===== src/rtl/obi_outstanding_buffer.sv =====
// Registered OBI request queue between the external-master crossbar and mochila_top.
// Caps in-flight transactions and returns responses upstream through one register stage.
package obi_outstanding_buffer_pkg;

    typedef struct packed {
        logic        req;
        logic        we;
        logic [3:0]  be;
        logic [31:0] addr;
        logic [31:0] wdata;
    } obi_req_t;

    typedef struct packed {
        logic        gnt;
        logic        rvalid;
        logic [31:0] rdata;
    } obi_resp_t;

endpackage

module obi_outstanding_buffer
    import obi_outstanding_buffer_pkg::*;
#(
    parameter  int unsigned REQ_DEPTH       = 2,
    parameter  int unsigned MAX_OUTSTANDING = 4,
    localparam int unsigned CNT_W           = $clog2(MAX_OUTSTANDING + 1)
) (
    input  logic             clk_i,
    input  logic             rst_ni,
    input  obi_req_t         slave_req_i,
    output obi_resp_t        slave_resp_o,
    output obi_req_t         master_req_o,
    input  obi_resp_t        master_resp_i,
    output logic [CNT_W-1:0] outstanding_o,
    output logic             protocol_err_o
);

    localparam int unsigned PTR_W = (REQ_DEPTH > 1) ? $clog2(REQ_DEPTH) : 1;
    localparam int unsigned OCC_W = $clog2(REQ_DEPTH + 1);

    typedef struct packed {
        logic        we;
        logic [3:0]  be;
        logic [31:0] addr;
        logic [31:0] wdata;
    } entry_t;

    entry_t             mem [REQ_DEPTH];
    logic [PTR_W-1:0]   head, tail;
    logic [OCC_W-1:0]   occ;
    logic [CNT_W-1:0]   cnt;
    logic               rvalid_q;
    logic [31:0]        rdata_q;
    logic               err_q;

    logic full, empty, gnt, push, pop, rsp_ok;

    // Grant depends only on registered state, so no gnt path crosses the buffer.
    assign full   = (occ == OCC_W'(REQ_DEPTH));
    assign empty  = (occ == '0);
    assign gnt    = !full && (cnt < CNT_W'(MAX_OUTSTANDING));
    assign push   = slave_req_i.req && gnt;
    assign pop    = !empty && master_resp_i.gnt;
    assign rsp_ok = master_resp_i.rvalid && (cnt != '0);

    function automatic logic [PTR_W-1:0] next_ptr(input logic [PTR_W-1:0] p);
        return (p == PTR_W'(REQ_DEPTH - 1)) ? '0 : p + 1'b1;
    endfunction

    always_ff @(posedge clk_i or negedge rst_ni) begin
        if (!rst_ni) begin
            head <= '0;
            tail <= '0;
            occ  <= '0;
            for (int i = 0; i < int'(REQ_DEPTH); i++) mem[i] <= '0;
        end else begin
            if (push) begin
                mem[tail] <= '{we: slave_req_i.we, be: slave_req_i.be,
                               addr: slave_req_i.addr, wdata: slave_req_i.wdata};
                tail      <= next_ptr(tail);
            end
            if (pop) head <= next_ptr(head);
            if (push && !pop)      occ <= occ + 1'b1;
            else if (!push && pop) occ <= occ - 1'b1;
        end
    end

    always_ff @(posedge clk_i or negedge rst_ni) begin
        if (!rst_ni) begin
            cnt <= '0;
        end else if (push && !rsp_ok) begin
            cnt <= cnt + 1'b1;
        end else if (!push && rsp_ok) begin
            cnt <= cnt - 1'b1;
        end
    end

    // A response with nothing outstanding is dropped and flagged until reset.
    always_ff @(posedge clk_i or negedge rst_ni) begin
        if (!rst_ni) begin
            rvalid_q <= 1'b0;
            rdata_q  <= '0;
            err_q    <= 1'b0;
        end else begin
            rvalid_q <= rsp_ok;
            if (rsp_ok) rdata_q <= master_resp_i.rdata;
            if (master_resp_i.rvalid && (cnt == '0)) err_q <= 1'b1;
        end
    end

    always_comb begin
        master_req_o = '0;
        if (!empty) begin
            master_req_o.req   = 1'b1;
            master_req_o.we    = mem[head].we;
            master_req_o.be    = mem[head].be;
            master_req_o.addr  = mem[head].addr;
            master_req_o.wdata = mem[head].wdata;
        end
    end

    assign slave_resp_o   = '{gnt: gnt, rvalid: rvalid_q, rdata: rdata_q};
    assign outstanding_o  = cnt;
    assign protocol_err_o = err_q;

endmodule


===== config.mk =====
export PLATFORM = sky130hd
export DESIGN_NAME = obi_outstanding_buffer
export DESIGN_NICKNAME = d
export VERILOG_FILES = /design/src/rtl/obi_outstanding_buffer.sv
export SDC_FILE = /design/constraint.sdc
export NUM_CORES = 1
export LEC_CHECK = 0
export ABC_CLOCK_PERIOD_IN_PS = 5870
export CAP_MARGIN = 20
export CELL_PAD_IN_SITES_DETAIL_PLACEMENT = 2
export CELL_PAD_IN_SITES_GLOBAL_PLACEMENT = 2
export CORE_MARGIN = 1.5
export CORE_UTILIZATION = 35
export CTS_CLUSTER_DIAMETER = 120
export DETAILED_ROUTE_END_ITERATION = 8
export GPL_TIMING_DRIVEN = 0
export PLACE_DENSITY_LB_ADDON = 0.1
export SLEW_MARGIN = 20
export SYNTH_ARGS = -nofsm -noshare
export SYNTH_HDL_FRONTEND = slang
export SYNTH_SLANG_ARGS = --single-unit

===== constraint.sdc =====
create_clock -name clk_i -period 5.87 [get_ports clk_i]
set_clock_uncertainty 0.1 [all_clocks]
set_input_delay 1.174 -clock clk_i [delete_from_list [all_inputs] [get_ports clk_i]]
set_output_delay 1.174 -clock clk_i [all_outputs]
set_load 0.01 [all_outputs]

# Yosys cells after proc, flatten, opt, wreduce, memory -nomap -nowiden
# Cells that the tools add are included.
# W data, S select, Z words.
[totals]
ram_bits = 0
mem_bits_ro = 0
latch_bits = 0
register_bits = 179
mem_count = 0
wordCells = 61
[op_classes]
n_eq_ne = 1
n_reduce_logical = 20
n_bitwise = 2
n_mul = 0
shifts = 0
add_sub_neg = 6
div_mod_pow = 0
n_lt_le_gt_ge = 4
n_mux = 13
[ops]
columns = ["operator", "count"]
rows = [
  ["$mux W69", 4],
  ["$bwmux W138", 1],
  ["$mux W70", 1],
  ["$demux W69 S1", 1],
  ["$logic_and A1 B1 Y1", 10],
  ["$mux W3", 2],
  ["$logic_not A1 Y1", 5],
  ["$ge A2 B2 Y1 const B", 2],
  ["$mux W2", 2],
  ["$not A1 Y2", 2],
  ["$reduce_bool A2 Y1", 2],
  ["$add A3 B1 Y3 const B", 1],
  ["$logic_not A3 Y1", 1],
  ["$lt A3 B3 Y1 const B", 1],
  ["$reduce_bool A3 Y1", 1],
  ["$sub A3 B1 Y3 const B", 1],
  ["$add A1 B1 Y1 const B", 2],
  ["$add A2 B1 Y2 const B", 1],
  ["$eq A2 B2 Y1 const B", 1],
  ["$logic_not A2 Y1", 1],
  ["$lt A2 B1 Y1 const B", 1],
  ["$mux W1", 2],
  ["$sub A2 B1 Y2 const B", 1],
]

# Depth between registers and ports, before layout
# Gate-level depths: netlist (run 1).
[depth]
word_depth = 8
mapped_depth = 10

# Worst setup path before layout (run 1)
# Ideal clock, no wire load.
[synth_timing]
path_type = "input -> register"
startpoint = "input port master_resp_i[32] in the netlist's numbering"
endpoint = "register cnt[2], in the netlist outstanding_o[2]"
path_slack_ns = 3.122
arrival_time_ns = 2.569
path_stages = 9
setup_time_ns = 0.079
required_ns = 5.691
cell_sequence = "nand2b_1 -> buf_2 -> buf_2 -> ha_1 -> inv_1 -> fa_1 -> xor2_1 -> nor2_1 -> xor2_1"
[synth_between]
elab_chain_len = 4
word_cells_on_any_way = 6
cone_classes = "1 x mux; 5 x reduce/logical"
[synth_rtl]
columns = ["element", "line_no", "text"]
rows = [
  ["start: declaration", "33", "input obi_resp_t master_resp_i,"],
  ["$logic_and A1 B1 Y1 (*)", "64", "assign rsp_ok = master_resp_i.rvalid && (cnt != '0);"],
  ["$logic_not A1 Y1", "91", "end else if (push && !rsp_ok) begin"],
  ["$logic_and A1 B1 Y1", "91", ""],
  ["$mux W3 or $reduce_bool A2 Y1 (tied branches)", "n/a", ""],
  ["end signal: assignment", "92", "cnt <= cnt + 1'b1;"],
  ["end signal: assignment", "94", "cnt <= cnt - 1'b1;"],
  ["end: declaration", "51", "logic [CNT_W-1:0] cnt;"],
]
# Mark *: on every way between the ends. The rest lies on a longest branch, timed or not.
# A chain may end at the register's enable or synchronous reset.

==> results of run 1 <==
==> sequential cells by signal, indices dropped and copies added, names as in the netlist <==
register / flops
rvalid_q: 1
occ: 2
tail: 1
outstanding_o: 3
rdata_q: 32
mem: 138
protocol_err_o: 1
head: 1
==> report_power, final <==
group / switching, mW / total (mW) / internal (mW) / leakage [nW]
Combinational: 1.35 / 3.10 / 1.75 / 2.33
Sequential: 0.337 / 2.17 / 1.83 / 2.12
Clock: 0.502 / 1.32 / 0.818 / 0.330
Total: 2.19 / 6.58 / 4.39 / 4.78
==> metal layers <==
| metal | GRT usage | vias to the layer above | routed length (um) |
|---|---|---|---|
| met4 | 0.0532 | 2 | 237 |
| met5 | 0 | - | 11 |
| met1 | 0.222 | 2684 | 8580 |
| li1 | - | 2371 | - |
| met2 | 0.345 | 139 | 11400 |
| met3 | 0.0699 | 16 | 1430 |
==> cell usage in the layout (no fill, tap or decap), types with 2 or more instances in the layout <==
cell type	netlist	routed
buf_16	0	2
buf_2	23	23
buf_4	4	4
bufinv_16	0	6
clkbuf_1	6	6
clkbuf_16	0	17
clkdlybuf4s50_1	0	212
dfrtp_1	179	179
ha_1	2	2
inv_1	3	3
inv_6	0	4
mux2_1	14	14
mux2_2	157	157
mux2i_1	69	69
nand2b_1	2	2
nor2_1	73	73
xnor2_1	3	3
xor2_1	5	5
==> synthesized netlist by cell type (all sizes together) <==
master / number / share of area
ha: 2 / 0.0032
xor2: 5 / 0.0056
and2: 1 / 0.00081
dfrtp: 179 / 0.58
a21o: 1 / 0.00097
fa: 1 / 0.0026
nor3: 1 / 0.00065
inv: 3 / 0.0015
clkbuf: 6 / 0.0029
nand3: 1 / 0.0013
nand2: 1 / 0.00048
mux2i: 69 / 0.089
nor2: 73 / 0.035
buf: 29 / 0.021
mux2: 171 / 0.25
nor3b: 1 / 0.0016
xnor2: 3 / 0.0034
nand2b: 2 / 0.0016
nor2b: 2 / 0.0019
==> worst max-delay path by stage <==
stage,slack [ns],start,to,depth (start not counted)
3_5_place_dp,1.95,occ[0],master_req_o[32],5
3_3_place_gp,-3.75,rst_ni,rdata_q[4],1
2_1_floorplan,3.12,master_resp_i[32],outstanding_o[2],9
5_1_grt,1.33,occ[0],master_req_o[30],5
4_1_cts,1.44,occ[0],master_req_o[30],5
6_report,1.59,occ[0],master_req_o[30],5
==> per-stage QoR <==
stage          hold slack [ns]  setup TNS, ns  power (mW)  std cells
3_5_place_dp             0.358              0        5.33       1046
6_report                 0.364              0        6.58       1078
4_1_cts                  0.375              0        6.71       1077
5_1_grt                  0.381              0        7.01       1078
3_3_place_gp             0.342        -668.71        5.13       1044
2_1_floorplan            0.357              0        3.77        551
==> cell type report <==
type / instances / area (um^2)
Inverter: 3 / 11.3
Clock buffer: 18 / 439
Multi-Input combinational cell: 334 / 3080
Antenna cell: 1 / 2.50
Fill cell: 2061 / 10800
Sequential cell: 179 / 4480
Tap cell: 280 / 350
Clock inverter: 13 / 243
Timing Repair Buffer: 215 / 2190
Buffer: 35 / 183
==> worst reg2reg max path: stages, from the launching register on <==
cell and delay, ns:
dfrtp_1 0.44, nor3_1 0.29, nand2b_1 0.14, buf_2 0.18, buf_2 0.27, ha_1 0.25, inv_1 0.08, fa_1 0.38
xor2_1 0.16, nor2_1 0.13, xor2_1 0.15
==> kinds of logic (layout without fill, tap and decap cells) <==
logic type,Yosys count,count (layout),synth area share
muxes,240,240,0.338
xor gates and xnor gates,8,8,0.00904
and+or+nand+nor,82,82,0.0437
buffers and inverters,38,284,0.0250
adders and majority gates,3,3,0.00581
other,0,1,0
DFF,179,179,0.578
AOI/OAI and AO/OA,1,1,0.000969
==> run_results.csv, run 1 <==
group,metric,value,unit
outcome,status,"completed",
worst_setup_path,cp-end-kind,"output pin",
logic_synthesis,syn_avg_cell_area,14.1,um^2
worst_hold_path,min_from,"protocol_err_o",
logic_synthesis,syn-num-nets,660,
timing,slew_headroom,0.477,
layout,area_growth,41.6,%
clock_tree,clk_latency,0.43,ns
routing,detailroute.via_count,5212,
layout,drive_gt1_frac,0.279,
worst_setup_path,worstPathArrival,3.00,ns
timing,setup_viol,0,
layout,num-nets-final,894,
routing,vias_per_cell,4.83,
placed_design,hpwl,15.8,mm
worst_setup_path,cp_common_cell,"nor2_1",
clock_tree,cts_resized,0,
floorplanning,fp.dieW,152,um
worst_hold_path,holdPathEnd,"protocol_err_o",
worst_hold_path,hold_class,"flip-flop to flip-flop",
worst_setup_path,startpoint_type,"flip-flop",
clock_tree,cts_hold_buf,0,
timing,timing_hold_violations_final,0,
floorplanning,dieArea,23000,um^2
routing,drtPass1Iterations,4,
worst_setup_path,reg2reg_depth,10,
clock_tree,clk_pin_slew,0.07,ns
timing,min_period,4.28,ns
logic_synthesis,syn_inst,551,
routing,routedWlPerCell,20.1,um
power_and_ir_drop,ir_drop,0.216,mV
placed_design,place_worst_setup_slack,1.95,ns
floorplanning,die_h,152,um
global_route,first_global_vias,6217,
clock_tree,cts-root-buf,"clkbuf_16",
floorplanning,core_area,21800,um^2
worst_setup_path,regToRegEndpoint,"outstanding_o[2]",
floorplanning,ioPinCount,214,
worst_setup_path,cp_cell_sequence,"nor2_1 > buf_2 > buf_1 > nor2_1 > clkdlybuf4s50_1",
timing,worst_slack,1.59,ns
routing,drt_iter0_drc,125,
timing,fin_crit_sh,0.729,
clock_tree,cts_tree,"built",
global_route,grt_pass1_wl,34.9,mm
global_route,grt_use_total,0.195,
placed_design,port_buffers,213,
layout,final_util,0.505,
clock_tree,cts_num_sinks,179,
clock_tree,clockBufferDepth,2,
worst_setup_path,crit_type,"flip-flop to output pin",
timing,slew_viol_final,0,
floorplanning,start_util,0.356,
routing,drcViolationCount,0,
clock_tree,htreeDepth,4,
timing,tightest_slew,0.781,ns
clock_tree,numCtsBuffers,17,
placed_design,gp_congestion,0.719,
logic_synthesis,yosysSeqAreaShare,0.578,
worst_setup_path,crit_required,4.60,ns
timing,rsz0062_at_grt,"false",
clock_tree,post_cts_buffers,0,
global_route,grt_max_degree,77,
logic_synthesis,yosysWarnings,0,
power_and_ir_drop,p_per_area,600,nW/um^2
routing,drtAntennaViolNets,0,
worst_setup_path,slowest_delay,0.62,ns
placed_design,placed_cell_area,10300,um^2
worst_hold_path,whs_path_depth,1,
worst_setup_path,cp_max_fo,10,
logic_synthesis,synth_cell_types,24,
flow_run,max_cap_violations,0,
floorplanning,rows,54,
layout,final_area,11000,um^2
logic_synthesis,postSynthRegisterBits,179,
routing,drt_wl_total,21.6,mm
global_route,antenna_found_initial,2,
power_and_ir_drop,leakagePower,4.78,nW
worst_setup_path,reg2reg_slack,3.22,ns
timing,fmax,234,MHz
worst_setup_path,critPathTopFamily,"buffers and inverters",
worst_setup_path,cp_num_buf_inv,3,
logic_synthesis,synth_area,7750,um^2
worst_setup_path,cp_slowest_cell,"nor2_1",
worst_setup_path,rr_startpoint,"outstanding_o[2]",
global_route,globalRouteOverflowTotal,0,
Note: power is estimated with default switching activity, not from simulation.
==> inputs of run 2 (changes only) <==
- ABC_CLOCK_PERIOD_IN_PS: 5870 -> 4200
- CORE_UTILIZATION: 35 -> 32
- clock period: 5.87 -> 4.2 ns (I/O delays scaled with it)
==> run_results.csv, run 2 (synthesis gave the netlist of run 1 again) <==
group,metric,value,unit
worst_setup_path,cp-end-kind,"output pin",
timing,timing_hold_violations_final,0,
global_route,first_global_vias,6259,
worst_setup_path,worstPathArrival,2.98,ns
clock_tree,cts_num_sinks,179,
routing,drt_wl_total,21.7,mm
power_and_ir_drop,sw_frac_of_total,0.340,
clock_tree,clk_pin_slew,0.07,ns
worst_setup_path,critPathTopFamily,"buffers and inverters",
power_and_ir_drop,p_int,5.90,mW
global_route,grt_pass1_wl,34.0,mm
clock_tree,cts_hold_buf,0,
power_and_ir_drop,combPwrFrac,0.483,
layout,largest-register,"mem",
clock_tree,cts_resized,0,
placed_design,placed_cell_area,10300,um^2
worst_setup_path,reg2reg_slack,1.51,ns
layout,area_growth,40.7,%
routing,detailroute.via_count,5211,
clock_tree,clockBufferDepth,2,
timing,setup_tns,0,ns
global_route,grt_max_degree,99,
floorplanning,die_h,159,um
layout,layout.cells.non_filler,1116,
placed_design,hpwl,15.5,mm
power_and_ir_drop,p_per_area,820,nW/um^2
timing,slew_viol_final,0,
floorplanning,ioPinCount,214,
worst_setup_path,slowest_delay,0.58,ns
timing,tightest_slew,0.727,ns
clock_tree,cts-root-buf,"clkbuf_16",
worst_setup_path,cp_num_buf_inv,3,
power_and_ir_drop,leakagePower,4.72,nW
global_route,antenna_found_initial,0,
worst_hold_path,hold_class,"input pin to asynchronous set/reset pin",
routing,drcViolationCount,0,
timing,fin_crit_sh,0.934,
worst_setup_path,cp_cell_sequence,"nor2_1 > buf_2 > buf_1 > nor2_1 > clkdlybuf4s50_1",
floorplanning,start_util,0.328,
worst_setup_path,crit_type,"flip-flop to output pin",
layout,layout_commonest_cell,"clkdlybuf4s50_1",
floorplanning,core_area,23600,um^2
routing,drtPass1Iterations,4,
worst_setup_path,cp_max_fo,10,
layout,antenna_cells,0,
timing,rsz0062_at_grt,"false",
worst_setup_path,cp_slowest_cell,"nor2_1",
layout,fillers,2309,
clock_tree,clk_latency,0.42,ns
power_and_ir_drop,switchingPower,3.04,mW
layout,num-nets-final,893,
global_route,globalRouteOverflowTotal,0,
layout,final_area,10900,um^2
worst_setup_path,startpoint_type,"flip-flop",
placed_design,port_buffers,213,
outcome,status,"completed",
routing,drtAntennaViolNets,0,
clock_tree,htreeDepth,4,
flow_run,max_cap_violations,0,
placed_design,dp_cells,1084,
floorplanning,fp.dieW,159,um
timing,min_period,3.92,ns
layout,largest_register_ffs,138,
floorplanning,dieArea,25200,um^2
routing,routedWlPerCell,19.5,um
layout,layout_common_cells,"clkdlybuf4s50_1 (212), dfrtp_1 (179), mux2_2 (157)",
clock_tree,post_cts_buffers,0,
placed_design,gp_congestion,0.682,
routing,vias_per_cell,4.67,
worst_setup_path,reg2reg_depth,10,
power_and_ir_drop,p_clk_frac,0.180,
worst_setup_path,crit_required,3.26,ns
clock_tree,numCtsBuffers,17,
worst_setup_path,rr_startpoint,"outstanding_o[2]",
timing,slew_headroom,0.513,
power_and_ir_drop,ir_drop,0.254,mV
timing,setup_viol,0,
worst_setup_path,cp_common_cell,"nor2_1",
timing,fmax,255,MHz
routing,drt_iter0_drc,98,
floorplanning,rows,56,
power_and_ir_drop,total_power,8.94,mW
clock_tree,cts_tree,"built",
layout,drive_gt1_frac,0.276,
global_route,grt_use_total,0.181,
worst_setup_path,regToRegEndpoint,"outstanding_o[2]",
power_and_ir_drop,p_seq_frac,0.337,
==> run 2: power by group through the flow <==
stage | Combinational [mW] | Sequential [mW] | Clock, mW
after floorplan | 2.32 | 2.95 | 0
after global placement | 4.25 | 2.95 | 0
after detailed placement | 4.39 | 3.05 | 0
after CTS | 4.44 | 3.02 | 1.68
after global routing | 4.72 | 3.12 | 1.73
final | 4.32 | 3.01 | 1.61
==> run 2: cell type report <==
| class | instances | area [um^2] | area share |
|---|---|---|---|
| Tap cell | 319 | 399 | 0.0366 |
| Timing Repair Buffer | 214 | 2160 | 0.199 |
| Buffer | 35 | 183 | 0.0168 |
| Inverter | 3 | 11.3 | 0.00103 |
| Sequential cell | 179 | 4480 | 0.411 |
| Clock inverter | 12 | 143 | 0.0131 |
| Multi-Input combinational cell | 334 | 3080 | 0.282 |
| Clock buffer | 20 | 447 | 0.0410 |
==> run 2: worst max-delay path by stage <==
| stage | start | to | depth (start not counted) |
|---|---|---|---|
| after detailed placement | occ[0] | master_req_o[35] | 5 |
| final | occ[0] | master_req_o[32] | 5 |
| after floorplan | master_resp_i[32] | outstanding_o[2] | 9 |
| after global placement | rst_ni | mem[1] | 1 |
| after global routing | occ[0] | master_req_o[32] | 5 |
| after CTS | occ[0] | master_req_o[32] | 5 |
==> run 2: metal layers <==
layer / track usage / part of all wire
met5: 0 / 0
met4: 0.0427 / 0.0065
met3: 0.0651 / 0.071
met2: 0.333 / 0.53
met1: 0.198 / 0.39
==> run 2: per-stage QoR <==
step / worst slack [ns] / utilization / hold slack [ns]
2_1_floorplan: 1.79 / - / 0.357
3_5_place_dp: 0.677 / 0.437 / 0.354
3_3_place_gp: -5.17 / 0.435 / 0.341
4_1_cts: 0.157 / 0.462 / 0.306
6_report: 0.275 / 0.462 / 0.278
5_1_grt: 0.0236 / 0.462 / 0.321
==> run 2: worst reg2reg max path, cell delays in order, from the launching register on <==
cell and delay, ns:
dfrtp_1 0.45, nor3_1 0.34, nand2b_1 0.16, buf_2 0.19, buf_2 0.28, ha_1 0.23
inv_1 0.06, fa_1 0.37, xor2_1 0.15, nor2_1 0.12, xor2_1 0.16
==> inputs of run 3 (changes only) <==
- CELL_PAD_IN_SITES_DETAIL_PLACEMENT: 2 -> 1
==> run_results.csv, run 3 (synthesis gave the netlist of run 1 again) <==
group,metric,value,unit
outcome,status,"completed",
power_and_ir_drop,leakagePower,4.73,nW
power_and_ir_drop,p_per_area,811,nW/um^2
routing,detailroute.via_count,5164,
worst_setup_path,cp-end-kind,"output pin",
timing,worst_slack,0.300,ns
layout,multi_input_area,3080,um^2
routing,drtPass1Iterations,4,
timing,fmax,256,MHz
routing,routedWlPerCell,18.1,um
layout,fillers,2450,
layout,area_growth,40.7,%
clock_tree,clk_latency,0.42,ns
worst_setup_path,reg2reg_depth,10,
floorplanning,fp.dieW,159,um
placed_design,dp_cells,1084,
timing,rsz0062_at_grt,"false",
placed_design,gp_congestion,0.682,
layout,register_area,4480,um^2
power_and_ir_drop,total_power,8.85,mW
routing,drtAntennaViolNets,0,
timing,slew_viol_final,0,
timing,min_period,3.90,ns
floorplanning,dieArea,25200,um^2
clock_tree,cts_hold_buf,0,
timing,slew_headroom,0.511,
routing,drt_iter0_drc,105,
global_route,first_global_vias,5915,
layout,layout.cells.non_filler,1116,
clock_tree,clockBufferDepth,2,
floorplanning,rows,56,
clock_tree,numCtsBuffers,17,
layout,largest-register,"mem",
layout,layout_common_cells,"clkdlybuf4s50_1 (212), dfrtp_1 (179), mux2_2 (157)",
worst_setup_path,worstPathArrival,2.96,ns
timing,fin_crit_sh,0.929,
global_route,grt_max_degree,99,
worst_setup_path,startpoint_type,"flip-flop",
placed_design,port_buffers,213,
routing,drcViolationCount,0,
flow_run,max_cap_violations,0,
clock_tree,cts-root-buf,"clkbuf_16",
floorplanning,start_util,0.328,
global_route,antenna_found_initial,1,
routing,vias_per_cell,4.63,
floorplanning,ioPinCount,214,
layout,num-nets-final,893,
global_route,grt_pass1_wl,32.0,mm
global_route,grt_use_total,0.169,
clock_tree,cts_tree,"built",
worst_hold_path,hold_class,"input pin to asynchronous set/reset pin",
power_and_ir_drop,ir_drop,0.266,mV
clock_tree,cts_num_sinks,179,
clock_tree,htreeDepth,4,
clock_tree,post_cts_buffers,0,
worst_setup_path,cp_max_fo,10,
placed_design,hpwl,14.6,mm
routing,drt_wl_total,20.2,mm
layout,layout_commonest_cell,"clkdlybuf4s50_1",
layout,largest_register_ffs,138,
clock_tree,clk_pin_slew,0.07,ns
worst_setup_path,crit_required,3.26,ns
clock_tree,cts_resized,0,
layout,antenna_cells,0,
placed_design,place_worst_setup_slack,0.636,ns
floorplanning,core_area,23600,um^2
timing,timing_hold_violations_final,0,
floorplanning,die_h,159,um
worst_setup_path,crit_type,"flip-flop to output pin",
global_route,globalRouteOverflowTotal,0,
layout,drive_gt1_frac,0.279,
timing,setup_viol,0,
timing,tightest_slew,0.730,ns
-- run 3: final cells by class --
cell class / instances / share of cell area
inverter: 3 / 0.00103
timing repair buffer: 214 / 0.198
sequential: 179 / 0.411
clock buffer: 19 / 0.0415
multi-input combinational: 334 / 0.282
tap: 319 / 0.0366
clock inverter: 13 / 0.0126
buffer: 35 / 0.0168
-- run 3: path summary, 6_finish.rpt --
path | from | endpoint | slack, ns
min in group clk_i | protocol_err_o | protocol_err_o | 0.37
worst min-delay path | rst_ni | rdata_q[0] | 0.28
worst max-delay path | occ[0] | master_req_o[28] | 0.30
max in group asynchronous | rst_ni | mem[105] | 2.79
worst min register to register | protocol_err_o | protocol_err_o | 0.37
worst max register to register | outstanding_o[2] | outstanding_o[2] | 1.58
-- run 3: stage by stage --
step	utilization	TNS, ns	hold slack, ns	area [um^2]
after floorplan	-	0	0.357	7750
after global placement	0.435	-922.52	0.341	10300
after detailed placement	0.437	0	0.360	10300
after CTS	0.462	0	0.307	10900
after global routing	0.462	0	0.323	10900
final	0.462	0	0.284	10900
-- run 3: power by group --
part	total [mW]	switching, mW	leakage [nW]	internal, mW
Clock	1.59	0.721	0.292	0.873
Sequential	2.99	0.433	2.12	2.55
Combinational	4.27	1.83	2.32	2.44
Total	8.85	2.98	4.73	5.86
-- run 3: metal layers --
| metal | part of all wire | routed length, um | GRT usage |
|---|---|---|---|
| met1 | 0.39 | 7970 | 0.192 |
| met2 | 0.51 | 10400 | 0.296 |
| met3 | 0.083 | 1690 | 0.0667 |
| met4 | 0.011 | 222 | 0.0454 |
| met5 | 0 | 0 | 0 |
-- run 3: critical path, stage by stage (launching register included) --
cell	delay (ns)
dfrtp_1	0.44
nor2_1	0.58
buf_2	0.39
buf_1	0.48
nor2_1	0.14
clkdlybuf4s50_1	0.51
